## src/rtl/dmem_arbiter.sv

```systemverilog
// Round-robin arbiter for the shared data-memory port (core = req 0, loader = req 1); grant is same-cycle, response exactly one cycle later.
// Backpressure: the losing requester sees ready low and must hold its request; req1_lock bursts are capped at LOCK_MAX while req 0 waits.
module dmem_arbiter #(
    parameter int ADDR_W   = 32,
    parameter int DATA_W   = 32,
    parameter int LOCK_MAX = 4
) (
    input  logic              clk,
    input  logic              rst,
    input  logic              req0_valid,
    input  logic              req0_we,
    input  logic [ADDR_W-1:0] req0_addr,
    input  logic [DATA_W-1:0] req0_wdata,
    input  logic              req1_valid,
    input  logic              req1_we,
    input  logic [ADDR_W-1:0] req1_addr,
    input  logic [DATA_W-1:0] req1_wdata,
    input  logic              req1_lock,
    output logic              req0_ready,
    output logic              req1_ready,
    output logic              rsp0_valid,
    output logic [DATA_W-1:0] rsp0_rdata,
    output logic              rsp1_valid,
    output logic [DATA_W-1:0] rsp1_rdata,
    output logic              mem_en,
    output logic              mem_we,
    output logic [ADDR_W-1:0] mem_addr,
    output logic [DATA_W-1:0] mem_wdata,
    input  logic [DATA_W-1:0] mem_rdata
);
    localparam int CNT_W = $clog2(LOCK_MAX) + 1;

    typedef struct packed {
        logic              we;
        logic [ADDR_W-1:0] addr;
        logic [DATA_W-1:0] wdata;
    } req_t;

    logic             last_grant;
    logic [CNT_W-1:0] run_cnt;
    logic             rsp_pend;
    logic             rsp_id;
    logic             rsp_is_rd;

    logic             locked;
    logic             grant_vld;
    logic             winner;
    req_t             win;

    // Locked mode only applies once req 1 already holds the port and its run budget remains.
    always_comb begin
        locked    = last_grant && req1_lock && (run_cnt < CNT_W'(LOCK_MAX));
        grant_vld = 1'b0;
        winner    = 1'b0;
        if (!rst) begin
            if (req0_valid && req1_valid) begin
                grant_vld = 1'b1;
                winner    = locked ? 1'b1 : ~last_grant;
            end else if (req0_valid) begin
                grant_vld = 1'b1;
                winner    = 1'b0;
            end else if (req1_valid) begin
                grant_vld = 1'b1;
                winner    = 1'b1;
            end
        end
    end

    always_comb begin
        win = '0;
        if (grant_vld) begin
            win = winner ? '{we: req1_we, addr: req1_addr, wdata: req1_wdata}
                         : '{we: req0_we, addr: req0_addr, wdata: req0_wdata};
        end
    end

    assign req0_ready = grant_vld && !winner;
    assign req1_ready = grant_vld && winner;
    assign mem_en     = grant_vld;
    assign mem_we     = win.we;
    assign mem_addr   = win.addr;
    assign mem_wdata  = win.wdata;

    always_ff @(posedge clk) begin
        if (rst) begin
            last_grant <= 1'b1;
            run_cnt    <= '0;
            rsp_pend   <= 1'b0;
            rsp_id     <= 1'b0;
            rsp_is_rd  <= 1'b0;
        end else begin
            rsp_pend <= grant_vld;
            if (grant_vld) begin
                last_grant <= winner;
                rsp_id     <= winner;
                rsp_is_rd  <= ~win.we;
            end
            // The locked check caps run_cnt at LOCK_MAX, so the increment cannot overrun.
            if (!req1_lock) begin
                run_cnt <= '0;
            end else if (grant_vld) begin
                if (winner && locked && req0_valid)
                    run_cnt <= run_cnt + CNT_W'(1);
                else
                    run_cnt <= '0;
            end
        end
    end

    // Gating with rst drops a response that would otherwise land in a reset cycle.
    assign rsp0_valid = !rst && rsp_pend && !rsp_id;
    assign rsp1_valid = !rst && rsp_pend && rsp_id;
    assign rsp0_rdata = (rsp0_valid && rsp_is_rd) ? mem_rdata : '0;
    assign rsp1_rdata = (rsp1_valid && rsp_is_rd) ? mem_rdata : '0;
endmodule

```

## config.mk

```make
export PLATFORM = sky130hd
export DESIGN_NAME = dmem_arbiter
export DESIGN_NICKNAME = d
export VERILOG_FILES = /design/src/rtl/dmem_arbiter.sv
export SDC_FILE = /design/constraint.sdc
export NUM_CORES = 1
export LEC_CHECK = 0
export CORE_AREA = 4 4 116 118
export CTS_CLUSTER_DIAMETER = 60
export CTS_CLUSTER_SIZE = 24
export DETAILED_ROUTE_END_ITERATION = 10
export DIE_AREA = 0 0 120 122
export PLACE_DENSITY_LB_ADDON = 0.08
export SLEW_MARGIN = 10
export SYNTH_ARGS = -nofsm -noshare
export SYNTH_HDL_FRONTEND = slang
export SYNTH_SLANG_ARGS = --single-unit
export TNS_END_PERCENT = 30
```

## constraint.sdc

```tcl
create_clock -name clk -period 2.73 [get_ports clk]
set_input_delay 0.4095 -clock clk [delete_from_list [all_inputs] [get_ports clk]]
set_output_delay 0.4095 -clock clk [all_outputs]
set_load 0.005 [all_outputs]
```

After elaboration in Yosys (flattened, before gate mapping) --
Cells that the tools add are included.
Word-level totals: flip-flop bits (word level) 7, input bits 167, word-level logic and storage cells 39
Cells by class: add/sub/neg operators 1, magnitude comparators 1, mux-type cells 13, bitwise operators 3, reductions and logical operators 16
Operators by type and width (number):
- 65-bit 2-to-1 mux | 2
- 32-bit 2-to-1 mux | 2
- 1-bit logical AND | 12
- 1-bit 2-to-1 mux | 8
- 3-bit by 1-bit adder with 3-bit output (second input constant) | 1
- 1-bit zero test | 3
- 3-bit < comparator (second input constant) | 1
- 3-bit 2-to-1 mux | 1
- 1-bit NOT | 3
- 2-bit OR reduction | 1

Logic depth before layout (Yosys ltp) --
depth after elaboration 8, gate-level depth with buffers 6, depth with buffers taken out 4

Worst setup path after synthesis --
No wires, ideal clock.
path kind input -> output, from input rst, to output rsp0_rdata[10], arrival 1.323 ns, data required time 2.321 ns, path slack 0.997 ns, stages 6, path buffers 2, path through buf_2 > nor2b_1 > nand2_1 > nor2_1 > clkbuf_1 > and2_1
Between the ends: cells in the longest elaborated chain, start to end 5
Ends and longest elaborated chain:
- start, declared | line 9 | input logic rst,
- 1-bit zero test | line 111 | assign rsp0_valid = !rst && rsp_pend && !rsp_id;
- 1-bit logical AND (2 in a row) | line 111
- 1-bit logical AND | line 113 | assign rsp0_rdata = (rsp0_valid && rsp_is_rd) ? mem_rdata : '0;
- 32-bit 2-to-1 mux | line 113
- end, declared | line 22 | output logic [DATA_W-1:0] rsp0_rdata,
Every way passes these cells.

Worst setup path in the final report --
from input req1_valid, to output mem_addr[22]
Between the ends: cells in the longest elaborated chain, start to end 6, elaborated cells between the ends (all ways) 10
Ends and longest elaborated chain:
- start, declared | line 14 | input logic req1_valid,
- 1-bit 2-to-1 mux | line 62 | end else if (req1_valid) begin
- 1-bit 2-to-1 mux | line 59 | end else if (req0_valid) begin
- 1-bit 2-to-1 mux | line 56 | if (req0_valid && req1_valid) begin
- 1-bit 2-to-1 mux | line 55 | if (!rst) begin
- 65-bit 2-to-1 mux | line 72 | win = winner ? '{we: req1_we, addr: req1_addr, wdata: req1_wdata}
- 65-bit 2-to-1 mux * | line 71 | if (grant_vld) begin
- end, declared | line 27 | output logic [ADDR_W-1:0] mem_addr,
Every way passes the cells marked *; elsewhere a longest branch is shown, timed or not.

==> run_results.csv <==
group,metric,value,unit
run_status,outcome,"complete, no violations",
logic_synthesis,syn_area,1570,µm²
global_routing,grt-ovfl-total,0,
worst_setup_path,crit_chain,"clkdlybuf4s50_1 -> inv_2 -> a21oi_1 -> nor3b_2 -> buf_6 -> buf_12 -> a22o_2 -> clkdlybuf4s50_1",
worst_setup_path,critical-path-max-stage-delay,0.53,ns
worst_setup_path,end_kind,"output pin",
timing,setup_viol,0,
timing,slew_viol_final,0,
final_layout,diodes,0,
logic_synthesis,syn-num-nets,367,
global_routing,grt_max_degree,34,
floorplan,fp.dieArea,14600,µm²
global_routing,grt_usage,13.7,%
clock_tree,htree_levels,1,
final_layout,layout.nets,667,
timing,hold_viol,0,
logic_synthesis,yosysWarnings,0,
route,viasPerCell,4.08,
placed_design,portBuffers,300,
timing,slew_headroom,80.9,%
power,p_per_area,196,nW/µm²
logic_synthesis,synth_top_area_share,31.9,%
worst_setup_path,slowest_stage,"clkdlybuf4s50_1",
worst_setup_path,reg2reg_depth,5,
worst_setup_path,critPathMaxFanout,16,
route,first_pass_iters,4,
power,p_leak,1.94,nW
placed_design,place_congestion,0.739,
logic_synthesis,synth-simple-area-share,33.7,%
power,peakVddDrop,0.164,mV
floorplan,die_w,120,µm
floorplan,placementRows,41,
timing,setup_ws,0.0980,ns
hold_path,worstHoldPathCells,2,
logic_synthesis,synth_compound_area_share,41.8,%
logic_synthesis,synthMuxAreaShare,0,%
route,wl_per_cell,16.9,µm
clock_tree,clock_sinks,7,
logic_synthesis,synth_adder_area_share,0.799,%
placed_design,pre_cts_slack,-0.0649,ns
logic_synthesis,synthTopCellsByArea,"a22o_1 32%, and2_1 26%, buf_12 9.0%",
global_routing,grt_pass1_wl,15800,µm
route,wl,11300,µm
worst_setup_path,crit_required,2.32,ns
route,vias,2732,
clock_tree,cts_buffers,3,
final_layout,final_cell_mix,"292 x clkdlybuf4s50_1, 66 x and2_1, 57 x a22o_1",
timing,tns,0,ns
worst_setup_path,cpMostUsedCell,"clkdlybuf4s50_1",
floorplan,die_h,122,µm
route,drc,0,
worst_setup_path,cp-start-kind,"primary input",
hold_path,min_path_type,"reg -> reg",
timing,rsz0062_at_grt,"true",
logic_synthesis,synthXorXnorAreaFrac,0.560,%
floorplan,io_pins,301,
clock_tree,path_clk_slew,0.04,ns
route,drt_iter0_drc,110,
floorplan,core,12500,µm²
clock_tree,cts_tree,"yes",
timing,fin_skew,0.000567,ns
global_routing,antenna_found_initial,0,
clock_tree,clk_path_buf_depth,2,
job,max_cap_violations,0,
logic_synthesis,synth_top_family_by_area,"compound AO/OA/AOI/OAI gates",
clock_tree,clockRootBuffer,"clkbuf_16",
timing,finalCritPeriodShare,96.4,%
timing,max_slew.worst_pin.slew,0.285,ns
final_layout,drive_above_1_share,6.63,%
logic_synthesis,synth.ff_latch_count,7,
floorplan,start_util,12.6,%
clock_tree,ctsHoldBuffers,0,
clock_tree,clock_latency,0.23,ns
timing,period_needed,2.63,ns
logic_synthesis,syn_area_per_cell,7.87,µm²
final_layout,layout_commonest_cell,"clkdlybuf4s50_1",
worst_setup_path,cp.arrival,2.22,ns
placed_design,hpwlAfterDp,9390,µm
worst_setup_path,critPathKind,"in -> out",
global_routing,grt_pass1_vias,2737,
logic_synthesis,syn_inst,199,
logic_synthesis,seq_area_frac_synth,8.95,%
final_layout,syn_to_final_growth,213,%
logic_synthesis,yosys.cell_types.count,27,
route,ant_nets,0,
timing,timing.fmax,0.380,GHz
logic_synthesis,yosys.area.top_type,"a22o_1",
## power by group
part | leakage, nW | switching [mW] | internal [mW] | total (mW)
clock network | 0.0382 | 0.0544 | 0.194 | 0.249
logic | 1.84 | 0.171 | 0.428 | 0.599
registers | 0.0577 | 0.00460 | 0.108 | 0.113
total | 1.94 | 0.230 | 0.731 | 0.961
## path summary, 6_finish.rpt
check             slack, ns                       to                     from
hold reg to reg        0.46  run_cnt[1]$_SDFFE_PP0P_  run_cnt[1]$_SDFFE_PP0P_
setup / recovery        0.1             mem_addr[22]               req1_valid
hold / removal         0.46  run_cnt[1]$_SDFFE_PP0P_  run_cnt[1]$_SDFFE_PP0P_
setup reg to reg       1.51   rsp_is_rd$_SDFFE_PP0P_  run_cnt[2]$_SDFFE_PP0P_
## per-layer routing
layer	global-route usage, %	routed length (µm)
met1	14.7	4170
met2	26.3	6000
met3	3.76	925
met4	3.51	231
met5	0	0
## cell usage after synthesis (all sizes together)
master	number
a21oi	4
o22a	1
nor3	1
nor2b	2
a22o	61
buf	16
a32oi	1
ha	1
dfxtp	7
a31oi	1
nor2	12
o211ai	1
nor3b	1
nand2b	1
nand2	4
xor2	1
a211oi	3
o31ai	1
inv	4
clkbuf	6
a211o	1
and3	1
and2	67
o21bai	1
## cell type report
type,instances,area [µm²]
well taps,172,215
flip-flops and latches,7,140
multi-input cells,166,1210
repair buffers,317,3240
fillers,1291,7560
clock buffers,4,78.8
inverters,4,15.0
## state kept, by name (all words and copies together) (netlist names)
register,cells
last_grant,1
rsp_id,1
rsp_is_rd,1
rsp_pend,1
run_cnt,3
## logic make-up after synthesis
| kind of cell | Yosys count |
|---|---|
| buffers and inverters | 26 |
| adders and majority gates | 1 |
| AOI/OAI and AO/OA | 75 |
| xor gates and xnor gates | 1 |
| DFF | 7 |
| and+or+nand+nor | 89 |
## through the flow
stage	area, µm²	utilization (%)	hold WS [ns]	power (mW)	cells
final	4910	39.4	0.458	0.961	670
after global routing	4910	39.4	0.480	1.02	670
after CTS	4860	39.0	0.459	0.969	669
after detailed placement	4750	38.1	0.454	0.707	663
after global placement	4750	38.1	0.447	0.706	663
after floorplan	1570	-	0.440	0.278	199
## worst max-delay path, delay by kind of cell
family / cells / cell delay, ns
AOI/OAI and AO/OA: 2 / 0.23
and+or+nand+nor: 1 / 0.19
buffers and inverters: 5 / 1.39
## timing repair
item,4_1_cts,5_1_grt
resized for setup,5,8
setup buffers,1,0
endpoints found under the setup margin,27,100
pin swaps,2,1
gates cloned,1,1
No activity file was read; power rests on OpenSTA's default activity.
